File: src/rtl/alu_issue_stage.sv
// ============================================================================
// Module  : alu_issue_stage
// Brief   : RV32I decode/issue stage producing ALU_Control and operands for
//           the execute-stage ALU behind a valid/ready handshake.
//           Define ALU_ISSUE_SKID_EN to add a 2-entry skid buffer with a
//           registered in_ready.
// Revision: 1.0 - initial release
// ============================================================================
`default_nettype none

module alu_issue_stage #(
  parameter int DATA_WIDTH = 32
) (
  input  logic                  clock,
  input  logic                  reset,
  input  logic                  flush,
  input  logic                  in_valid,
  output logic                  in_ready,
  input  logic [31:0]           instruction,
  input  logic [DATA_WIDTH-1:0] pc,
  input  logic [DATA_WIDTH-1:0] rs1_data,
  input  logic [DATA_WIDTH-1:0] rs2_data,
  output logic                  out_valid,
  input  logic                  out_ready,
  output logic [5:0]            ALU_Control,
  output logic [DATA_WIDTH-1:0] operand_A,
  output logic [DATA_WIDTH-1:0] operand_B,
  output logic [4:0]            rd,
  output logic                  illegal
);

  localparam logic [6:0] c_OPC_OP     = 7'b0110011;
  localparam logic [6:0] c_OPC_OPIMM  = 7'b0010011;
  localparam logic [6:0] c_OPC_LOAD   = 7'b0000011;
  localparam logic [6:0] c_OPC_STORE  = 7'b0100011;
  localparam logic [6:0] c_OPC_BRANCH = 7'b1100011;
  localparam logic [6:0] c_OPC_JAL    = 7'b1101111;
  localparam logic [6:0] c_OPC_JALR   = 7'b1100111;
  localparam logic [6:0] c_OPC_LUI    = 7'b0110111;
  localparam logic [6:0] c_OPC_AUIPC  = 7'b0010111;
  localparam logic [5:0] c_CTRL_LINK  = 6'b011111;

  typedef struct packed {
    logic [5:0]            ctrl;
    logic [DATA_WIDTH-1:0] op_a;
    logic [DATA_WIDTH-1:0] op_b;
    logic [4:0]            rd;
    logic                  illegal;
  } beat_t;

  logic [6:0]            w_opcode;
  logic [2:0]            w_f3;
  logic                  w_f7b;
  logic [DATA_WIDTH-1:0] w_imm_i;
  logic [DATA_WIDTH-1:0] w_imm_s;
  logic [DATA_WIDTH-1:0] w_imm_u;
  logic [DATA_WIDTH-1:0] w_pc_plus4;
  beat_t                 w_dec;
  beat_t                 r_out;
  logic                  r_out_valid;
  logic                  w_in_fire;

  assign w_opcode   = instruction[6:0];
  assign w_f3       = instruction[14:12];
  assign w_f7b      = instruction[30];
  assign w_imm_i    = DATA_WIDTH'($signed(instruction[31:20]));
  assign w_imm_s    = DATA_WIDTH'($signed({instruction[31:25], instruction[11:7]}));
  assign w_imm_u    = DATA_WIDTH'($signed({instruction[31:12], 12'b0}));
  assign w_pc_plus4 = pc + DATA_WIDTH'(4);

  always_comb begin
    w_dec    = '0;
    w_dec.rd = instruction[11:7];
    case (w_opcode)
      c_OPC_OP: begin
        w_dec.ctrl = {2'b00, w_f7b & ((w_f3 == 3'b000) | (w_f3 == 3'b101)), w_f3};
        w_dec.op_a = rs1_data;
        w_dec.op_b = rs2_data;
      end
      c_OPC_OPIMM: begin
        // instruction[30] is immediate data for ADDI, so only SRAI honours it
        w_dec.ctrl = {2'b00, w_f7b & (w_f3 == 3'b101), w_f3};
        w_dec.op_a = rs1_data;
        w_dec.op_b = w_imm_i;
      end
      c_OPC_LOAD: begin
        w_dec.op_a = rs1_data;
        w_dec.op_b = w_imm_i;
      end
      c_OPC_STORE: begin
        w_dec.op_a = rs1_data;
        w_dec.op_b = w_imm_s;
      end
      c_OPC_BRANCH: begin
        if ((w_f3 == 3'b010) || (w_f3 == 3'b011)) begin
          w_dec.illegal = 1'b1;
        end else begin
          w_dec.ctrl = {3'b010, w_f3};
          w_dec.op_a = rs1_data;
          w_dec.op_b = rs2_data;
        end
      end
      c_OPC_JAL, c_OPC_JALR: begin
        w_dec.ctrl = c_CTRL_LINK;
        w_dec.op_a = w_pc_plus4;
      end
      c_OPC_LUI: begin
        w_dec.op_b = w_imm_u;
      end
      c_OPC_AUIPC: begin
        w_dec.op_a = pc;
        w_dec.op_b = w_imm_u;
      end
      default: begin
        w_dec.illegal = 1'b1;
      end
    endcase
  end

  assign w_in_fire = in_valid & in_ready;

`ifdef ALU_ISSUE_SKID_EN
  beat_t r_skid;
  logic  r_skid_valid;

  // in_ready depends only on state, never on out_ready
  assign in_ready = reset & ~r_skid_valid;

  always_ff @(posedge clock or negedge reset) begin
    if (!reset) begin
      r_out        <= '0;
      r_out_valid  <= 1'b0;
      r_skid       <= '0;
      r_skid_valid <= 1'b0;
    end else if (flush) begin
      r_out_valid  <= 1'b0;
      r_skid_valid <= 1'b0;
    end else if (!r_out_valid || out_ready) begin
      if (r_skid_valid) begin
        r_out        <= r_skid;
        r_out_valid  <= 1'b1;
        r_skid_valid <= 1'b0;
      end else begin
        r_out_valid <= w_in_fire;
        if (w_in_fire) begin
          r_out <= w_dec;
        end
      end
    end else if (w_in_fire) begin
      r_skid       <= w_dec;
      r_skid_valid <= 1'b1;
    end
  end
`else
  assign in_ready = reset & (~r_out_valid | out_ready);

  always_ff @(posedge clock or negedge reset) begin
    if (!reset) begin
      r_out       <= '0;
      r_out_valid <= 1'b0;
    end else if (flush) begin
      r_out_valid <= 1'b0;
    end else if (!r_out_valid || out_ready) begin
      r_out_valid <= w_in_fire;
      if (w_in_fire) begin
        r_out <= w_dec;
      end
    end
  end
`endif

  assign out_valid   = r_out_valid;
  assign ALU_Control = r_out.ctrl;
  assign operand_A   = r_out.op_a;
  assign operand_B   = r_out.op_b;
  assign rd          = r_out.rd;
  assign illegal     = r_out.illegal;

endmodule

`default_nettype wire

File: config.mk
export PLATFORM = sky130hd
export DESIGN_NAME = alu_issue_stage
export DESIGN_NICKNAME = d
export VERILOG_FILES = /design/src/rtl/alu_issue_stage.sv
export SDC_FILE = /design/constraint.sdc
export NUM_CORES = 1
export LEC_CHECK = 0
export CORE_MARGIN = 2
export CORE_UTILIZATION = 42
export DETAILED_ROUTE_END_ITERATION = 8
export PLACE_DENSITY = 0.82
export SLEW_MARGIN = 5
export SYNTH_ARGS = -nofsm -noshare
export SYNTH_HDL_FRONTEND = slang
export SYNTH_SLANG_ARGS = --single-unit
File: constraint.sdc
create_clock -name clock -period 1.7 [get_ports clock]
set_input_delay 0.17 -clock clock [delete_from_list [all_inputs] [get_ports clock]]
set_output_delay 0.17 -clock clock [all_outputs]
set_load 0.02 [all_outputs]
# [Word level (Yosys, flattened, before mapping)]
# Cells that the tools add are included.
[totals] latchBits=0 word_cells=46 mem_bits_rw=0 memories=0 reg_bits=77 mem_bits_ro=0 in_bits=133
[op_classes] eq_ne=12 n_mux=8 n_bitwise=8 div=0 shifts=0 n_reduce_logical=11 magnitude_cmp=0 multipliers=0 n_addsub=1
[ops] operator="one-hot mux 32 bit (5 select lines)" n=1
[ops] operator="one-hot mux 32 bit (4 select lines)" n=1
[ops] operator="2-to-1 mux 69 bit" n=1
[ops] operator="adder 32 x 3 -> 32 bit (second input constant)" n=1
[ops] operator="one-hot mux 6 bit (4 select lines)" n=1
[ops] operator="equality test 7 x 6 -> 1 bit (second input constant)" n=3
[ops] operator="equality test 7 bit (second input constant)" n=3
[ops] operator="equality test 7 x 5 -> 1 bit (second input constant)" n=2
[ops] operator="OR reduction 8 bit" n=1
[ops] operator="equality test 7 x 2 -> 1 bit (second input constant)" n=1
[ops] operator="equality test 3 x 2 -> 1 bit (second input constant)" n=2
[ops] operator="OR reduction 2 bit" n=3
[ops] operator="AND 1 bit" n=4
[ops] operator="OR reduction 4 bit" n=1
[ops] operator="equality test 3 bit (second input constant)" n=1
[ops] operator="logical NOT 3 bit" n=1
[ops] operator="2-to-1 mux 1 bit" n=3
[ops] operator="AND reduction 3 bit" n=1
[ops] operator="logical OR 1 bit" n=2
[ops] operator="inverter 1 bit" n=2
[ops] operator="bitwise OR 1 bit" n=2
[ops] operator="one-hot mux 1 bit (2 select lines)" n=1
[ops] operator="nonzero test 2 bit" n=1
[ops] operator="logical NOT 1 bit" n=1

# [Depth between registers and ports, before layout]
# Gate-level depths: netlist of the first run.
[logic_depth] word_depth=6 mapped_depth=8

# [Least setup slack after synthesis of the first run]
# No wires, ideal clock.
[synth_timing] path_type="in2reg" start="in instruction[6]" end="reg r_out (netlist bit operand_A[18])" path_stages=7 setup_slack_ps=-42 arrival_ps=1646 required_time_ps=1605 path_cell_list="buf_2 -> or4b_1 -> a21oi_2 -> o21a_1 -> buf_2 -> a22oi_1 -> o31ai_1"
[synth_via] elab_chain_len=3
[synth_rtl] item="start: declaration" line_no="19" source="input logic [31:0] instruction,"
[synth_rtl] item="equality test 7 x 6 -> 1 bit (tied with other cells)" line_no="74" source="case (w_opcode)"
[synth_rtl] item="OR reduction 4 bit (no line) or OR reduction 2 bit (tied branches)"
[synth_rtl] item="one-hot mux 32 bit (4 select lines) (*)" line_no="74"
[synth_rtl] item="end signal: assignment" line_no="166" source="r_out <= w_dec;"
[synth_rtl] item="end: declaration" line_no="59" source="beat_t r_out;"
# Mark *: on every way between the ends. The rest lies on a longest branch, timed or not.
# A chain may end at the register's enable or synchronous reset.

# [Final worst setup path of the first run]
[layout_timing] start="in instruction[6]" end="reg r_out (netlist bit operand_B[22])"
[layout_via] elab_chain_len=3
[layout_rtl] item="equality test 7 x 5 -> 1 bit (tied with other cells)" line_no="74"
[layout_rtl] item="OR reduction 2 bit (no line)"
[layout_rtl] item="one-hot mux 32 bit (5 select lines) (*)" line_no="74"
# Marked as above.

==> flow_summary.yaml, run 1 <==
outcome:
  status: "complete, no violations"
yosys:
  async_reset_ff_share_pct: 100
  ys_seq_elements: 76
  syn-instance-count: 497
  netlist.area_leader.share_pct: 42.8
  yosys-top-cells-area: "dfrtp_1 43%, o21ai_0 7.8%, nand2_1 6.8%"
  yosys.area.top_type: "dfrtp_1"
  yosys_warnings: 0
  synthFlopType: "dfrtp_1"
  synth-edff-count: 0
  syn_area_um2: 4450
  synth_nets: 631
  avgSynthCellArea_um2: 8.95
  synth.distinct_cells: 63
  ys_seq_area_share_pct: 42.8
pwr:
  peakVddDrop_uv: 510
  p_total_mw: 4.37
  cellLeakagePower_nw: 3.19
  p_per_area_nw_per_um2: 565
sta:
  finalSetupViolations: 0
  period_minus_slack_ps: 1680
  setup-tns-final_ps: 0
  fmax_mhz: 597
  fin_crit_sh_pct: 98.6
  finalClockSkew_ps: 4.98
  worstMarginPinSlew_ps: 595
  slew_viol_final: 0
  hold_viol: 0
  slew_headroom_pct: 60.3
critical_path:
  crit_slowest_cell: "clkdlybuf4s50_1"
  crit_path_end_kind: "flop"
  worstSetupPathType: "input port to flop"
  worst_path_largest_cell_delay_ps: 480
  cpLargestDelayFamily: "buffers and inverters"
  crit_chain: "clkdlybuf4s50_1, buf_4, nand2b_1, buf_4, nor3_4, buf_6, buf_4, a221oi_1, o21ai_0"
  worst_setup_path_start_kind: "input port"
  required_ps: 1910
  crit_buf_inv: 5
  crit_arrival_ps: 1890
  critical_path.max_fanout: 8
  cpMostUsedCell: "buf_4"
routing:
  totalWireLength_um: 17100
  drc_errors: 0
  dr.pass1.iters: 5
  vias_per_cell: 5.79
  drtIter0Drc: 310
  ant_nets: 0
  vias: 5328
  wl_per_cell_um: 18.6
hold_path:
  hp-class: "input port to async pin"
placed_design:
  place_congestion: 0.927
  port_buffers: 209
  dp_hpwl_um: 12500
cells_and_area:
  syn2layout_area_growth_pct: 73.9
  layout-drive-gt1-share_pct: 19.9
  diodes: 0
  final_nets: 915
  final_cell_mix: "190 x clkdlybuf4s50_1, 90 x buf_4, 81 x nand2_1, 76 x dfrtp_1, 60 x o21ai_0"
  nFillCells: 745
  final_common_cell: "clkdlybuf4s50_1"
grt:
  antenna_found_initial: 0
  met2_usage_pct: 49.9
  grt_busiest_layer: "met2"
  gr-usage-met3_pct: 7.29
  grt.total_usage_pct: 29.5
  grt_overflow: 0
  met1_usage_pct: 37.6
  grt_pass1_vias: 5330
  grt_pass1_wl_um: 26600
  grt_max_degree: 46
floorplan:
  ios: 211
  die_area_um2: 11400
  rows: 37
  initial_core_util_pct: 43.1
  fp.dieH_um: 107
  die_x_um: 107
  coreArea_um2: 10300
clock_network:
  clock_latency_ps: 350
  cts-root-buf: "clkbuf_8"
  clock_sinks: 76
  cts_buffer_depth: 2
  cts.clk_slew.worst_paths_ps: 70
  cts_buffers: 9
  h-tree-depth: 3
  cts_tree: "done"
flow_run:
  max_cap_viol_count: 0
==> registers in the layout, indices dropped and copies added (netlist names) <==
name,cells
operand_A,32
operand_B,32
ALU_Control,5
rd,5
illegal,1
out_valid,1
==> path summary, 6_finish.rpt <==
kind,from,to,slack [ps],depth (start not counted)
setup / recovery,instruction[6],operand_B[22],20,9
hold / removal,reset,out_valid,200,2
setup reg to reg,out_valid,operand_A[25],100,6
hold reg to reg,ALU_Control[4],ALU_Control[4],470,2
max in group asynchronous,reset,ALU_Control[0],260,4
min in group clock,instruction[11],rd[4],400,3
==> layout make-up <==
cell class,instances,area [um^2],share of cell area [%]
clock buffers,12,155,2.01
clock inverters,2,35.0,0.453
inverters,9,33.8,0.437
multi-input cells,373,2480,32.0
flip-flops and latches,76,1900,24.6
well taps,136,170,2.20
repair buffers,312,2960,38.3
==> layer usage <==
layer,wire length (um),vias up
li1,-,2452
met1,6750,2539
met2,8380,307
met3,1690,30
met4,284,0
met5,0,-
==> cell usage after synthesis (all sizes together), types with 4 or more instances <==
master / instances
and3: 5
a221oi: 32
clkbuf: 29
xnor2: 7
nor2: 16
and2: 4
xor2: 6
o21ai: 70
a222oi: 6
a21oi: 13
o31ai: 8
a21o: 6
inv: 9
nor4: 9
nand3: 18
nand4: 4
nor3: 15
dfrtp: 76
nand2b: 5
a22oi: 19
or4: 4
buf: 10
a32o: 8
nand2: 81
==> power by group <==
part	switching (mW)	internal (mW)	total, mW
sequential	0.0435	1.88	1.92
combinational	0.483	0.576	1.06
clock	0.649	0.742	1.39
==> repair_timing <==
item                                    CTS  global route
buffers inserted                          1             2
endpoints found under the setup margin   25            54
hold endpoints to repair                 31             0
hold buffers                              1             0
gates resized for setup                  29            32
pin swaps                                 9             4
==> cell families (layout without fill, tap and decap cells) <==
group,count (synthesis),in the layout,synth area share (%)
XOR/XNOR,13,13,2.56
AND/OR/NAND/NOR,178,178,21.0
flip-flops,76,76,42.8
buffers and inverters,48,335,5.43
adder cells (fa/ha/maj),1,1,0.281
AO/OA/AOI/OAI,180,180,27.9
other,1,1,0.0843
==> stage by stage <==
step                      area (um^2)  utilization [%]  cells  setup WS, ps  hold slack (ps)
after floorplan                  4470                -    497          5.18             -126
after global placement           7350             71.2    902          -557            -22.4
after detailed placement         7350             71.2    902          -624            -19.1
after CTS                        7600             73.6    918          1.33              194
after global routing             7740             74.9    920         -49.5              187
final                            7740             74.9    920          23.8              205
==> worst register-to-register path: stages, from the launching register on <==
cell	delay [ps]
dfrtp_1	380
nand2b_1	110
and4b_1	410
o21a_1	240
buf_12	150
a21oi_1	60
a21oi_1	160
(Power assumes the default switching activity.)
==> run 2, diff against run 1 <==
--- a/config.mk
+++ b/config.mk
@@ -5,7 +5,6 @@
 export SDC_FILE = /design/constraint.sdc
 export NUM_CORES = 1
 export LEC_CHECK = 0
-export CORE_MARGIN = 2
 export CORE_UTILIZATION = 42
 export DETAILED_ROUTE_END_ITERATION = 8
 export PLACE_DENSITY = 0.82
==> run 2 against run 1 <==
Against the previous run:
- setup slack lost 15 ps
- sequential cell count unchanged
- total power down 3.6%
- routed wire length grew 1.3%
- via count is 1.4% higher
- hold slack gained 13 ps
- cell count grew 0.11%
- global-route usage rose by 0.97 points
- clock skew about the same
- critical path type unchanged
- critical endpoint is now operand_A[23]
==> flow_summary.yaml, run 2 (synthesized netlist as in run 1, its figures left out) <==
outcome:
  status: "complete, no violations"
cells_and_area:
  final_cell_mix: "189 x clkdlybuf4s50_1, 87 x buf_4, 81 x nand2_1, 76 x dfrtp_1, 57 x o21ai_0"
  diodes: 0
  syn2layout_area_growth_pct: 74.7
  final_nets: 915
  final_common_cell: "clkdlybuf4s50_1"
  layout-drive-gt1-share_pct: 19.9
grt:
  grt_overflow: 0
  grt_max_degree: 74
  grt.total_usage_pct: 30.5
  grt_pass1_vias: 5379
  antenna_found_initial: 0
  grt_pass1_wl_um: 26500
pwr:
  pwr-share-clk_pct: 29.1
  internal-power_mw: 2.98
  comb_power_share_pct: 25.3
  p_per_area_nw_per_um2: 542
  peakVddDrop_uv: 443
  switching_share_pct: 29.3
  switchingPower_mw: 1.24
  cellLeakagePower_nw: 3.22
  seqPwrFrac_pct: 45.6
routing:
  ant_nets: 0
  totalWireLength_um: 17300
  vias: 5401
  drc_errors: 0
  wl_per_cell_um: 18.8
  vias_per_cell: 5.86
  dr.pass1.iters: 5
  drtIter0Drc: 441
critical_path:
  crit_path_end_kind: "flop"
  required_ps: 1970
  worst_setup_path_start_kind: "input port"
  r2r_end: "operand_A[17]"
  crit_arrival_ps: 1960
  worst_r2r_path_depth: 5
  worstSetupPathType: "input port to flop"
  reg2reg_from: "out_valid"
  critical_path.max_fanout: 6
  r2r_slack_ps: 140
sta:
  finalSetupViolations: 0
  fin_crit_sh_pct: 99.5
  period_minus_slack_ps: 1690
  rsz0062_at_grt: "yes"
  hold_viol: 0
  worstMarginPinSlew_ps: 941
  fmax_mhz: 591
  fin_ws_ps: 8.46
  whs_ps: 217
  slew_headroom_pct: 37.3
  slew_viol_final: 0
  finalClockSkew_ps: 5.28
floorplan:
  coreArea_um2: 10300
  initial_core_util_pct: 43.3
  die_x_um: 105
  die_area_um2: 11000
  ios: 211
  fp.dieH_um: 105
  rows: 37
placed_design:
  port_buffers: 209
  place_ws_ps: -659
  place_congestion: 0.957
  dp_hpwl_um: 12400
clock_network:
  clock_latency_ps: 350
  cts_tree: "done"
  cts_buffer_depth: 2
  h-tree-depth: 3
  cts.clk_slew.worst_paths_ps: 80
  clock_sinks: 76
  cts-root-buf: "clkbuf_8"
  cts_buffers: 9
hold_path:
  hp-class: "input port to async pin"
flow_run:
  max_cap_viol_count: 0
-- run 2: metrics by stage --
step	instance area [um^2]	utilization, %	power, mW	cells	setup TNS, ps
5_1_grt	7770	75.6	4.40	921	-188
4_1_cts	7560	73.5	4.21	914	0
3_5_place_dp	7340	71.5	3.00	896	-24650
3_3_place_gp	7340	71.5	2.97	896	-20720
2_1_floorplan	4470	-	2.26	497	0
6_report	7770	75.6	4.21	921	0
-- run 2: how the worst max path moves through the flow --
stage / startpoint / end / slack, ps / cells after the start
2_1_floorplan: instruction[6] / operand_A[18] / 5 / 7
3_3_place_gp: pc[12] / operand_A[23] / -560 / 6
3_5_place_dp: pc[12] / operand_A[23] / -660 / 6
4_1_cts: pc[3] / operand_A[19] / 20 / 7
5_1_grt: reset / operand_A[10] / -30 / 6
6_report: instruction[5] / operand_A[23] / 8 / 7
-- run 2: worst max-delay path: stages --
cell and delay [ps]:
clkdlybuf4s50_1 420, or4b_4 540, nor2_4 300, buf_4 170, o311a_4 190, a211oi_2 40
o21ai_1 120
-- run 2: power by group through the flow --
stage                     logic, mW  clock network, mW  registers [mW]
after global routing           1.13               1.34            1.93
after floorplan               0.219                  0            2.04
final                          1.07               1.23            1.92
after global placement         1.02                  0            1.95
after CTS                      1.04               1.25            1.92
after detailed placement       1.04                  0            1.96
-- run 2: area by class of cell --
type,count,area [um^2]
clock inverter,6,40.0
inverter,9,33.8
timing repair buffer,312,3040
fill,729,2510
clock buffer,9,124
tap,136,170
sequential,76,1900
multi-input combinational,373,2460
-- run 2: timing repair --
item | in CTS | in global routing
endpoints found under the setup margin | 37 | 46
hold buffers | 1 | 0
cloned | 0 | 3
resized for setup | 25 | 34
setup buffers | 2 | 4
pin swaps | 9 | 9
hold endpoints to repair | 3 | 0
-- run 2: routing by layer --
layer / GRT usage [%] / vias to the layer above / part of all wire (%)
met5: 0 / - / 0
met4: 11.9 / 0 / 2.0
met3: 7.80 / 30 / 11
met2: 51.6 / 348 / 49
met1: 37.2 / 2578 / 37
li1: - / 2445 / -
==> run 3, diff against run 2 <==
--- a/config.mk
+++ b/config.mk
@@ -7,6 +7,7 @@
 export LEC_CHECK = 0
 export CORE_UTILIZATION = 42
 export DETAILED_ROUTE_END_ITERATION = 8
+export GPL_TIMING_DRIVEN = 0
 export PLACE_DENSITY = 0.82
 export SLEW_MARGIN = 5
 export SYNTH_ARGS = -nofsm -noshare
==> run 3 against run 2 <==
Against the previous run:
- clock-buffer cell count grew 2
- non-clock buffer count shrank 49
- hold slack better by 24 ps
- via count shrank 4.3%
==> flow_summary.yaml, run 3 (synthesized netlist as in run 1, its figures left out) <==
critical_path:
  crit_path_end_kind: "flop"
  crit_slowest_cell: "or4_4"
  crit_end: "operand_A[30]"
  reg2reg_from: "out_valid"
  crit_start: "pc[16]"
  worst_setup_path_start_kind: "input port"
  r2r_end: "out_valid"
  critical_path.max_fanout: 7
  r2r_slack_ps: 100
  worst_r2r_path_depth: 6
  crit_arrival_ps: 1920
  worstSetupPathType: "input port to flop"
  required_ps: 1960
  crit_chain: "clkdlybuf4s15_2, nand4_1, or4_4, nor4_4, xnor2_1, o31ai_1"
  worst_path_largest_cell_delay_ps: 620
routing:
  vias_per_cell: 5.92
  vias: 5171
  totalWireLength_um: 17400
  ant_nets: 0
  drc_errors: 0
  dr.pass1.iters: 6
  drtIter0Drc: 350
  wl_per_cell_um: 20.0
floorplan:
  initial_core_util_pct: 43.3
  die_area_um2: 11000
  ios: 211
  fp.dieH_um: 105
  coreArea_um2: 10300
  rows: 37
  die_x_um: 105
sta:
  finalClockSkew_ps: 8.87
  hold_viol: 0
  finalSetupViolations: 0
  worstMarginPinSlew_ps: 723
  fmax_mhz: 604
  slew_headroom_pct: 51.3
  fin_crit_sh_pct: 97.3
  rsz0062_at_grt: "yes"
  period_minus_slack_ps: 1650
  slew_viol_final: 0
clock_network:
  clock_latency_ps: 360
  clock_sinks: 76
  cts_buffer_depth: 2
  cts-root-buf: "clkbuf_8"
  cts_buffers: 9
  h-tree-depth: 3
  cts_tree: "done"
  cts.clk_slew.worst_paths_ps: 80
cells_and_area:
  seqCellArea_um2: 1900
  fin_util_pct: 71.1
  final_area_um2: 7310
  syn2layout_area_growth_pct: 64.2
  layout-drive-gt1-share_pct: 15.6
  nFillCells: 796
  final_cell_mix: "180 x clkdlybuf4s50_1, 81 x nand2_1, 76 x dfrtp_1, 63 x o21ai_0, 29 x a221oi_1"
  final_nets: 866
  diodes: 0
  multi_input_area_um2: 2480
  final_common_cell: "clkdlybuf4s50_1"
grt:
  grt_pass1_vias: 5381
  grt_max_degree: 42
  antenna_found_initial: 0
  grt_pass1_wl_um: 27500
  grt.total_usage_pct: 32.2
  grt_overflow: 0
placed_design:
  dp_hpwl_um: 12700
  postPlaceCellArea_um2: 6750
  port_buffers: 208
  place_congestion: 0.955
hold_path:
  hp-class: "input port to flop"
  min_from: "pc[12]"
pwr:
  p_per_area_nw_per_um2: 605
  p_total_mw: 4.42
  peakVddDrop_uv: 361
  cellLeakagePower_nw: 2.94
flow_run:
  max_cap_viol_count: 0
outcome:
  status: "complete, no violations"
## run 3: per-stage QoR
step	setup WS (ps)	hold slack (ps)	setup TNS (ps)	instances
floorplan	5.18	-126	0	497
global placement	-3530	455	-435730	841
detailed placement	-1140	163	-64170	842
global route	-19.3	259	-28.6	873
finish	45.3	242	0	873
CTS	26.0	258	0	871
## run 3: timing repair
| action | 4_1_cts | 5_1_grt |
|---|---|---|
| pin swaps | 9 | 7 |
| buffers inserted | 10 | 3 |
| endpoints found under the hold margin | 35 | 0 |
| setup endpoints to repair | 77 | 49 |
| hold buffers | 5 | 0 |
| gates resized for setup | 91 | 43 |
## run 3: how the worst min path moves through the flow
stage                          end  slack (ps)  depth (start not counted)
global placement    ALU_Control[4]         450                          2
finish               operand_A[12]         240                          3
floorplan           ALU_Control[0]        -130                          0
CTS                   operand_A[2]         260                          3
detailed placement   operand_A[11]         160                          1
global route          operand_A[5]         260                          3
## run 3: area by class of cell
| cell class | count | share of cell area, % |
|---|---|---|
| Multi-Input combinational cell | 373 | 33.9 |
| Timing Repair Buffer | 227 | 30.9 |
| Sequential cell | 76 | 26.0 |
| Buffer | 36 | 3.46 |
| Tap cell | 136 | 2.33 |
| Clock buffer | 11 | 2.07 |
| Clock inverter | 5 | 0.822 |
| Inverter | 9 | 0.462 |
## run 3: routing by layer
layer	share of wire [%]	wire [um]	up-vias	track usage, %
met3	11	1870	36	8.48
met4	2.6	449	0	12.4
met1	37	6510	2452	37.5
li1	-	-	2359	-
met2	49	8590	324	56.4
met5	0	0	-	0
## run 3: worst max-delay path: cells and delay by family
kind	cells	cell delay (ps)
XOR/XNOR	1	130
AO/OA/AOI/OAI	1	250
buffers and inverters	1	280
AND/OR/NAND/NOR	3	1080
## run 3: where the power goes
group          internal [mW]  leakage, nW  switching [mW]
Sequential              1.88         1.04          0.0433
Combinational          0.523         1.80           0.482
Clock                  0.761        0.106           0.731
Total                   3.16         2.94            1.26
